==> src/rtl/operand_fetch_sequencer.sv <==
// operand_fetch_sequencer
// Per-lane, per-operand-queue VRF read sequencer. Accepts a fetch command
// (start word address + word count) and issues one bank read request per
// cycle, throttled by a credit counter that mirrors the free slots of the
// downstream operand queue and by the bank arbiter grant.
//
// Optional feature: define ARA_OPSEQ_HAZARD_EN to add the read-after-write
// hazard ports (cmd_haz_i, wr_progress_i) and the WAIT_HAZ state. Without
// the macro every command goes straight to FETCH.
module operand_fetch_sequencer #(
   parameter int unsigned DataBufDepth = 5,
   parameter int unsigned VrfWords     = 256,
   parameter int unsigned LenWidth     = 16,
   parameter int unsigned AddrWidth    = $clog2(VrfWords),
   parameter int unsigned CredWidth    = $clog2(DataBufDepth + 1)
) (
   input  logic                 clk_i,
   input  logic                 rst_ni,
   input  logic                 cmd_valid_i,
   output logic                 cmd_ready_o,
   input  logic [AddrWidth-1:0] cmd_addr_i,
   input  logic [LenWidth-1:0]  cmd_len_i,
`ifdef ARA_OPSEQ_HAZARD_EN
   input  logic                 cmd_haz_i,
   input  logic [LenWidth-1:0]  wr_progress_i,
`endif
   output logic                 vrf_req_o,
   output logic [AddrWidth-1:0] vrf_addr_o,
   input  logic                 vrf_gnt_i,
   output logic                 operand_issued_o,
   input  logic                 operand_consumed_i,
   output logic                 busy_o,
   output logic                 done_o,
   output logic [CredWidth-1:0] credits_o
);

   localparam logic [CredWidth-1:0] CredMax = CredWidth'(DataBufDepth);

`ifdef ARA_OPSEQ_HAZARD_EN
   typedef enum logic [1:0] {
      IDLE     = 2'd0,
      FETCH    = 2'd1,
      WAIT_HAZ = 2'd2
   } state_e;
`else
   typedef enum logic [1:0] {
      IDLE  = 2'd0,
      FETCH = 2'd1
   } state_e;
`endif

   state_e               state_q;
   logic [AddrWidth-1:0] addr_q;
   logic [LenWidth-1:0]  remain_q;
   logic                 zero_done_q;
   logic [CredWidth-1:0] credits_q, credits_d;
`ifdef ARA_OPSEQ_HAZARD_EN
   logic                 haz_q;
   logic [LenWidth-1:0]  idx_q;
`endif

   logic haz_ok;
   logic req;
   logic issue;
   logic last_word;

   // Hazard gate: word k of a dependent command may only be read once the
   // producer has written more than k words.
`ifdef ARA_OPSEQ_HAZARD_EN
   assign haz_ok = !haz_q || (wr_progress_i > idx_q);
`else
   assign haz_ok = 1'b1;
`endif

   // Request is live in FETCH whenever a queue slot is free. Credits only
   // drop on an issue, and write progress is monotonic, so an ungranted
   // request is never withdrawn.
   assign req       = (state_q == FETCH) && (credits_q != '0) && haz_ok;
   assign issue     = req && vrf_gnt_i;
   assign last_word = (remain_q == LenWidth'(1));

   assign cmd_ready_o      = (state_q == IDLE);
   assign busy_o           = (state_q != IDLE);
   assign vrf_req_o        = req;
   assign vrf_addr_o       = addr_q;
   assign operand_issued_o = issue;
   // Normal completion flags the cycle of the last issue; a zero-length
   // command flags the cycle after its acceptance.
   assign done_o           = (issue && last_word) || zero_done_q;
   assign credits_o        = credits_q;

   // Credit bookkeeping: issue takes a slot, consume returns one; both
   // together cancel. A consume into a full counter is dropped (saturate).
   always_comb begin
      credits_d = credits_q;
      if (issue && !operand_consumed_i) begin
         credits_d = credits_q - CredWidth'(1);
      end else if (!issue && operand_consumed_i && (credits_q != CredMax)) begin
         credits_d = credits_q + CredWidth'(1);
      end
   end

   // Credit register; persists across commands and is only restored by reset.
   always_ff @(posedge clk_i or negedge rst_ni) begin
      if (!rst_ni) begin
         credits_q <= CredMax;
      end else begin
         credits_q <= credits_d;
      end
   end

   // Command FSM: latches the command, walks the address and remaining count
   // on every issue and returns to IDLE after the last word.
   always_ff @(posedge clk_i or negedge rst_ni) begin
      if (!rst_ni) begin
         state_q     <= IDLE;
         addr_q      <= '0;
         remain_q    <= '0;
         zero_done_q <= 1'b0;
`ifdef ARA_OPSEQ_HAZARD_EN
         haz_q       <= 1'b0;
         idx_q       <= '0;
`endif
      end else begin
         zero_done_q <= 1'b0;
         case (state_q)
            IDLE: begin
               if (cmd_valid_i) begin
                  addr_q   <= cmd_addr_i;
                  remain_q <= cmd_len_i;
`ifdef ARA_OPSEQ_HAZARD_EN
                  haz_q    <= cmd_haz_i;
                  idx_q    <= '0;
`endif
                  if (cmd_len_i == '0) begin
                     zero_done_q <= 1'b1;
`ifdef ARA_OPSEQ_HAZARD_EN
                  end else if (cmd_haz_i) begin
                     state_q <= WAIT_HAZ;
`endif
                  end else begin
                     state_q <= FETCH;
                  end
               end
            end
`ifdef ARA_OPSEQ_HAZARD_EN
            WAIT_HAZ: begin
               if (wr_progress_i != '0) begin
                  state_q <= FETCH;
               end
            end
`endif
            FETCH: begin
               if (issue) begin
                  // Power-of-two VRF: natural overflow wraps VrfWords-1 to 0.
                  addr_q   <= addr_q + AddrWidth'(1);
                  remain_q <= remain_q - LenWidth'(1);
`ifdef ARA_OPSEQ_HAZARD_EN
                  idx_q    <= idx_q + LenWidth'(1);
`endif
                  if (last_word) begin
                     state_q <= IDLE;
                  end
               end
            end
            default: state_q <= IDLE;
         endcase
      end
   end

   // A consume while every slot is already free means the queue popped an
   // element that was never issued to it.
   a_no_consume_when_full : assert property (
      @(posedge clk_i) disable iff (!rst_ni)
      !(operand_consumed_i && !issue && (credits_q == CredMax))
   );

endmodule

==> config.mk <==
export PLATFORM = sky130hd
export DESIGN_NAME = operand_fetch_sequencer
export DESIGN_NICKNAME = d
export VERILOG_FILES = /design/src/rtl/operand_fetch_sequencer.sv
export SDC_FILE = /design/constraint.sdc
export NUM_CORES = 1
export LEC_CHECK = 0
export CAP_MARGIN = 20
export CORE_ASPECT_RATIO = 2
export CORE_MARGIN = 8
export CORE_UTILIZATION = 45
export DETAILED_ROUTE_END_ITERATION = 10
export DONT_BUFFER_PORTS = 1
export PLACE_DENSITY = 0.6
export SYNTH_ARGS = -nofsm -noshare
export SYNTH_HDL_FRONTEND = slang
export SYNTH_SLANG_ARGS = --single-unit
==> constraint.sdc <==
create_clock -name clk_i -period 5.5 [get_ports clk_i]
set_input_delay 1.65 -clock clk_i [delete_from_list [all_inputs] [get_ports clk_i]]
set_output_delay 1.65 -clock clk_i [all_outputs]
set_load 0.1 [all_outputs]
==> metrics.md, run 1 <==
| Metric | Value |
|---|---|
| Dpl hpwl | ~4200 um |
| Largest net degree at the start of global routing | 30 |
| Cts repair resizes | 0 |
| Root Buffer | clkbuf_8 |
| Clk_lat worst skew | 280 ps |
| CP Max Fanout | 12 |
| Routability cong. | 0.871 |
| Worst rel slew slack | 0.308 |
| Tcrit/Tclk final | 0.828 |
| Slowest stage cell, crit path | or4_1 |
| CP Launch Type | primary input |
| Yosys cell types | approximately 50 |
| Core area | between 4000 and 5000 um2 |
| DRC | 0 |
| Top Ports | 45 |
| Longest Clk Path Bufs | 2 |
| Pre-antenna DRT Iters | 4 |
| Fmax | 0.220 GHz |
| Post-CTS Setup Inserts | 0 |
| Post-route ant nets | 0 |
| Largest family of logic cells by synthesized area | simple AND/OR/NAND/NOR gates |
| Routed vias | 1723 |
| Initial antenna violation count | 0 |
| Row count | 33 |
| Leakage | 0.803 nW |
| Cell Pwr Density | 643 nW/um2 |
| Most frequent cells in the layout | dfrtp_1 (26), nand2_1 (20), a21oi_1 (20) |
| Crit Path Category | primary input to output pin |
| # setup viols final | 0 |
| CP required | 3850 ps |
| Chip height | 107 um |
| CTS buffer count | 5 |
| Initial Utilization | 0.458 |
| WP data arrival | roughly 2900 ps |
| Area leader, netlist | dfrtp_1 |
| Setup crit end kind | output pin |
| I/O Buffers | 0 |
| Antenna diodes | 0 |
| Seq/Total Area, Yosys | 0.393 |
| CTS Hold Buffers Added | 0 |
| Setup TNS | 0 ps |
| Most common cell after layout, fill and taps aside | dfrtp_1 |
| Min-delay src | remain_q[13] |
| R2R Path Start | credits_o[2] |
| Number of global-route vias before repair | 1843 |
| Synth Area in Adders | 0.0310 |
| Post-Syn Area | 1850 um2 |
| Layout cells sized above 1 | 0.122 |
| Via density | between 6 and 7 |
| Peak supply drop | 473 uV |
| Number of synthesis warnings | 0 |
| Cells after Synth | 209 |
| TritonCTS clock tree | done |
| First-pass GRT wire length | 9120 um |
| Mux share of post-synthesis cell area | 0.0270 |
| GRT Overall Usage | 0.184 |
| Crit path cell chain | o311ai_2, inv_2, nand2_1, or4_1, nand2b_1, buf_12 |
| Setup slack after layout | between 900 and 1000 ps |
| Final hold violations | 0 |
| Syn nets | 242 |
| Grt total ovfl | 0 |
| Compound-gate portion of the synthesized area | 0.241 |
| Placement Setup Slack | 953 ps |
| H-tree levels | 2 |
| Xor/xnor share of the synthesized area | 0.0189 |
| Syn_area_per_cell | 8.87 um2 |
| Die width | 61.4 um |
| Min Clock Period, post-route | 4550 ps |
| Fillers | 428 |
| RSZ-0062 raised after global routing | no |
| Routed wire length | approximately 5600 um |
| Post-DR wirelength/cell | approximately 21 um |
| Drt initial violations | 70 |
| Post-layout net count | 245 |
| Yosys top cell area share | 0.364 |
| Synth Flop Type | dfrtp_1 |
| # clock sinks | 29 |
| Max cap viols | 0 |
| Layout area overhead | 8.70% |
| DIE AREA | between 6000 and 7000 um2 |
| Critical Path Source | vrf_gnt_i |
| Status | finished, final reports clean |
| Area occupied by multi-input gates | 1060 um2 |
| Slew Viols, Final | 0 |
| Critical path's largest stage delay | 500 ps |
| Simple-gate share of the synthesized area | 0.252 |
| Post-synth EDFFs | 0 |
| Worst hold path type | flip-flop to flip-flop |
| Register area | 729 um2 |
| Ranking of synthesized cells by area | dfrtp_1 (36%), a21oi_1 (5.4%), nand2_1 (4.0%) |
| Clock Skews | 11.4 ps |
| Worst Tran Pin Value | roughly 1000 ps |
| Ys async rst share | 1.00 |
| Post-synthesis register bit count | 29 |
| Reg clk slew, reported paths | about 60 ps |
metal layers:
layer,vias to the layer above,wire length [um],track usage
li1,799,-,-
met1,815,1940,0.184
met2,91,2930,0.303
met3,18,564,0.0719
met4,0,195,0.112
met5,-,0,0
critical path, delay by kind of cell:
kind,cells,cell delay (ps)
and+or+nand+nor,3,690
AOI/OAI and AO/OA,1,240
buffers and inverters,2,310
cells in the mapped netlist (all sizes together) (2+ instances only):
library cell	number
o211ai	6
nand4	5
a31oi	2
a32oi	2
o21ai	10
o311ai	3
nand3	9
buf	5
o22ai	10
nand4b	3
a221o	2
and3	3
dfrtp	27
xor2	3
inv	7
mux2i	5
dfstp	2
a21oi	20
or4	2
a2bb2oi	3
nor3	2
nand2	20
or3	4
a211oi	2
nand3b	2
nor2	18
nor4	7
nand2b	5
ha	3
clkbuf	5
final timing paths:
kind                       slack (ps)           end  cells past startpoint
setup / recovery                  950        done_o                      6
hold / removal                    540  remain_q[13]                      2
setup reg to reg                 2430  credits_o[2]                      8
hold reg to reg                   540  remain_q[13]                      2
max in group asynchronous        4270  credits_o[0]                      0
min in group asynchronous        1050   remain_q[7]                      0
kinds of logic after synthesis:
group	Yosys count
and+or+nand+nor	83
muxes	5
AOI/OAI and AO/OA	67
adders and majority gates	4
DFF	29
xor gates and xnor gates	4
buffers and inverters	17
state kept, by name (all words and copies together) (netlist names):
name / cells
remain_q: 16
vrf_addr_o: 8
credits_o: 3
state_q: 1
zero_done_q: 1
power breakdown:
group          internal [W]  leakage, nW  switching, W  total, W
logic              0.000168        0.422      0.000272  0.000440
clock network     0.0000887       0.0422     0.0000851  0.000174
registers          0.000301        0.338      0.000380  0.000681
total              0.000557        0.803      0.000738   0.00130
final cells by class:
| type | instances | area share |
|---|---|---|
| Sequential cell | 29 | 0.362 |
| Inverter | 7 | 0.0130 |
| Tap cell | 52 | 0.0323 |
| Timing Repair Buffer | 6 | 0.0286 |
| Multi-Input combinational cell | 163 | 0.524 |
| Clock inverter | 1 | 0.00248 |
| Clock buffer | 7 | 0.0379 |
stage by stage:
step / power (W) / util / cells / cell area [um2] / hold WS (ps)
after CTS: 0.00130 / 0.498 / 265 / 2020 / 541
final: 0.00130 / 0.498 / 265 / 2020 / 540
after global placement: 0.00111 / 0.478 / 257 / 1930 / 517
after floorplan: 0.00101 / - / 209 / 1850 / 494
after global routing: 0.00138 / 0.498 / 265 / 2020 / 572
after detailed placement: 0.00112 / 0.478 / 257 / 1930 / 527
No activity file was read; power rests on OpenSTA's default activity.
==> run 2, diff against run 1 <==
==> constraint.sdc (replaced) <==
create_clock -name clk_i -period 4.8 [get_ports clk_i]
set_input_delay 1.44 -clock clk_i [delete_from_list [all_inputs] [get_ports clk_i]]
set_output_delay 1.44 -clock clk_i [all_outputs]
set_load 0.1 [all_outputs]
==> metrics.md, run 2 (same netlist as run 1, synthesis figures left out) <==
| Metric | Value |
|---|---|
| Initial Utilization | 0.458 |
| RSZ-0062 raised after global routing | no |
| WP data arrival | 2510 ps |
| Antenna diodes | 0 |
| CP Launch Type | primary input |
| Total power draw | 0.00156 W |
| Placement Setup Slack | approximately 830 ps |
| Grt total ovfl | 0 |
| Largest net degree at the start of global routing | 30 |
| DIE AREA | roughly 6600 um2 |
| I/O Buffers | 0 |
| CP Max Fanout | 2 |
| Clk_lat worst skew | 290 ps |
| Top Ports | between 40 and 50 |
| Largest Register | remain_q |
| DRC | 0 |
| Number of global-route vias before repair | around 1900 |
| Longest Clk Path Bufs | 2 |
| Fmax | 0.253 GHz |
| GRT Overall Usage | 0.179 |
| WHS | 562 ps |
| H-tree levels | 2 |
| Post-layout net count | around 250 |
| Die width | around 61 um |
| Setup crit end kind | output pin |
| Crit Path Category | primary input to output pin |
| Fillers | 414 |
| Most common cell after layout, fill and taps aside | dfrtp_1 |
| Root Buffer | clkbuf_8 |
| Routed vias | 1773 |
| Pre-antenna DRT Iters | 4 |
| Via density | 6.67 |
| Cts repair resizes | 0 |
| Max cap viols | 0 |
| Initial antenna violation count | 0 |
| Min Clock Period, post-route | 3950 ps |
| Layout area overhead | 11.0% |
| Routability cong. | 0.863 |
| Most frequent cells in the layout | dfrtp_1 (26), nand2_1 (20), a21oi_1 (20) |
| Chip height | 107 um |
| CTS buffer count | 5 |
| Post-route ant nets | 0 |
| # setup viols final | 0 |
| Core area | approximately 4000 um2 |
| Routed wire length | 5620 um |
| Clock Skews | roughly 6.0 ps |
| Leakage | around 0.82 nW |
| # placed instances | 258 |
| Post-Layout Cell Count | 266 |
| Cell Pwr Density | 756 nW/um2 |
| Final hold violations | 0 |
| Post-CTS Setup Inserts | 0 |
| Peak supply drop | 465 uV |
| Slew Viols, Final | 0 |
| Setup slack after layout | 845 ps |
| TritonCTS clock tree | done |
| Worst hold path type | flip-flop to flip-flop |
| Dpl hpwl | around 4200 um |
| Layout cells sized above 1 | 0.131 |
| Tcrit/Tclk final | 0.824 |
| Post-DR wirelength/cell | 21.1 um |
| First-pass GRT wire length | about 9000 um |
| Worst Tran Pin Value | 1020 ps |
| Setup TNS | 0 ps |
| Reg clk slew, reported paths | roughly 70 ps |
| Row count | 33 |
| CP required | 3360 ps |
| Largest register FFs | 16 |
| Status | finished, final reports clean |
| Worst rel slew slack | 0.321 |
| Drt initial violations | 70 |
| # clock sinks | 29 |
| CTS Hold Buffers Added | 0 |
-- run 2: cell types whose count changed in the layout (fill, tap and decap cells not counted) --
cell / before / now
clkbuf_8: 5 / 6
buf_4: 5 / 6
clkbuf_1: 2 / 1
clkinv_2: 1 / 0
bufinv_16: 0 / 1
-- run 2: power breakdown --
| part | total (W) | leakage [nW] | switching (W) | internal [W] |
|---|---|---|---|---|
| registers | 0.000786 | 0.338 | 0.000441 | 0.000345 |
| logic | 0.000506 | 0.427 | 0.000311 | 0.000194 |
| clock network | 0.000263 | 0.0585 | 0.0000941 | 0.000169 |
-- run 2: layout make-up --
type | count | area [um2] | share of cell area
well taps | 52 | 65.1 | 0.0316
clock buffers | 7 | 86.3 | 0.0419
multi-input cells | 163 | 1060 | 0.513
clock inverters | 1 | 30.0 | 0.0146
inverters | 7 | 26.3 | 0.0128
repair buffers | 7 | 65.1 | 0.0316
flip-flops and latches | 29 | 729 | 0.354
-- run 2: final timing paths --
kind / slack (ps) / end / depth (start not counted) / startpoint
worst max-delay path: 850 / done_o / 6 / vrf_gnt_i
worst min-delay path: 560 / remain_q[13] / 2 / remain_q[13]
worst max register to register: 1970 / credits_o[2] / 9 / credits_o[2]
worst min register to register: 560 / remain_q[13] / 2 / remain_q[13]
max in group asynchronous: 3780 / credits_o[0] / 0 / rst_ni
min in group asynchronous: 840 / remain_q[9] / 0 / rst_ni
-- run 2: layer usage --
layer / global-route usage / part of all wire
met5: 0 / 0
met4: 0.112 / 0.046
met3: 0.0707 / 0.095
met2: 0.297 / 0.51
met1: 0.175 / 0.35
-- run 2: metrics by stage --
step / util / area, um2
global route: 0.509 / 2060
detailed placement: 0.480 / 1940
global placement: 0.480 / 1940
floorplan: - / 1850
finish: 0.509 / 2060
CTS: 0.509 / 2060
-- run 2: worst max-delay path, cell delays in order --
cell and delay (ps):
o311ai_2 90, inv_2 90, nand2_1 40, or4_1 520, nand2b_1 150, buf_12 180
==> run 3, diff against run 2 <==
==> constraint.sdc (replaced) <==
create_clock -name clk_i -period 3.8 [get_ports clk_i]
set_input_delay 1.14 -clock clk_i [delete_from_list [all_inputs] [get_ports clk_i]]
set_output_delay 1.14 -clock clk_i [all_outputs]
set_load 0.1 [all_outputs]
==> metrics.md, run 3 (same netlist as run 1, synthesis figures left out) <==
| Metric | Value |
|---|---|
| Register area | between 700 and 800 um2 |
| WP data arrival | 2180 ps |
| Post-layout util | 0.509 |
| Layout cells sized above 1 | 0.148 |
| Core area | 4050 um2 |
| Chip height | 107 um |
| Post-layout net count | 248 |
| GRT Overall Usage | 0.177 |
| Tcrit/Tclk final | 0.874 |
| DRC | 0 |
| Die width | 61.4 um |
| Largest Register | remain_q |
| Via density | 6.50 |
| Max cap viols | 0 |
| Pre-antenna DRT Iters | 4 |
| Drt initial violations | 77 |
| TritonCTS clock tree | done |
| Area occupied by multi-input gates | 1060 um2 |
| Worst Tran Pin Value | slightly above 1000 ps |
| Initial antenna violation count | 0 |
| Post-route ant nets | 0 |
| Final hold violations | 0 |
| Reg clk slew, reported paths | 70 ps |
| H-tree levels | 2 |
| CP Max Fanout | 2 |
| Top Ports | 45 |
| Total power draw | just under 0.002 W |
| Antenna diodes | 0 |
| Most frequent cells in the layout | dfrtp_1 (26), nand2_1 (20), a21oi_1 (20) |
| Post-DR wirelength/cell | 20.9 um |
| Fmax | roughly 0.3 GHz |
| Routed wire length | 5610 um |
| Worst hold path type | primary input to async pin |
| # clock sinks | 29 |
| Worst rel slew slack | 0.315 |
| Initial Utilization | 0.458 |
| CP Buf/Inv Count | 2 |
| CP Launch Type | primary input |
| Setup TNS | 0 ps |
| Root Buffer | clkbuf_8 |
| Cts repair resizes | 0 |
| Clk_lat worst skew | about 290 ps |
| Cell Pwr Density | between 900 and 1000 nW/um2 |
| # placed instances | 260 |
| DIE AREA | about 6600 um2 |
| Largest net degree at the start of global routing | 30 |
| I/O Buffers | 0 |
| Fillers | 423 |
| Grt total ovfl | 0 |
| Number of global-route vias before repair | around 1800 |
| Crit path cell chain | o311ai_2, inv_2, nand2_1, or4_1, nand2b_2, buf_12 |
| Critical path's largest stage delay | 520 ps |
| Row count | 33 |
| Setup crit end kind | output pin |
| Post-Layout Cell Count | ~270 |
| CTS Hold Buffers Added | 0 |
| Routed vias | 1741 |
| Dpl hpwl | ~4200 um |
| Largest register FFs | 16 |
| Leakage | 0.827 nW |
| Clock Skews | 10.5 ps |
| Post-CTS Setup Inserts | 0 |
| Crit Path Category | primary input to output pin |
| Routability cong. | 0.841 |
| Status | finished, final reports clean |
| CP delay by family, top | simple AND/OR/NAND/NOR gates |
| First-pass GRT wire length | 8870 um |
| Peak supply drop | 692 uV |
| Slowest stage cell, crit path | or4_1 |
| # setup viols final | 0 |
| CP required | 2660 ps |
| Slew Viols, Final | 0 |
| Min Clock Period, post-route | 3320 ps |
| Longest Clk Path Bufs | 2 |
| Most common cell after layout, fill and taps aside | dfrtp_1 |
| RSZ-0062 raised after global routing | no |
| Layout area overhead | 11.1% |
| CTS buffer count | 5 |
[run 3: metrics by stage]
step	hold slack, ps	instance area [um2]	worst slack [ps]
after floorplan	494	1860	219
after global placement	531	1960	504
after detailed placement	536	1960	478
after CTS	541	2060	475
after global routing	534	2060	407
final	543	2060	480
[run 3: cell type report]
| cell class | count | area share |
|---|---|---|
| repair buffers | 9 | 0.0389 |
| clock inverters | 1 | 0.00243 |
| flip-flops and latches | 29 | 0.354 |
| clock buffers | 7 | 0.0468 |
| multi-input cells | 163 | 0.514 |
| well taps | 52 | 0.0316 |
| inverters | 7 | 0.0128 |
[run 3: layer usage]
metal | vias to the layer above | routed length, um | global-route usage
met5 | - | 0 | 0
met4 | 0 | 74 | 0.0558
met3 | 6 | 472 | 0.0492
met2 | 54 | 3030 | 0.316
met1 | 876 | 2030 | 0.187
li1 | 805 | - | -
[run 3: worst paths after layout]
path | end | startpoint | cells after the start | slack, ps
worst max-delay path | done_o | vrf_gnt_i | 6 | 480
worst min-delay path | remain_q[15] | rst_ni | 0 | 540
worst max register to register | remain_q[12] | state_q[0] | 5 | 1060
worst min register to register | remain_q[13] | remain_q[13] | 2 | 570
max in group asynchronous | credits_o[2] | rst_ni | 0 | 3070
min in group clk_i | remain_q[13] | remain_q[13] | 2 | 570
[run 3: where the power goes]
part	internal (W)	total, W	switching, W
clock	0.000163	0.000283	0.000119
combinational	0.000260	0.000750	0.000490
sequential	0.000433	0.000904	0.000471
total	0.000857	0.00194	0.00108
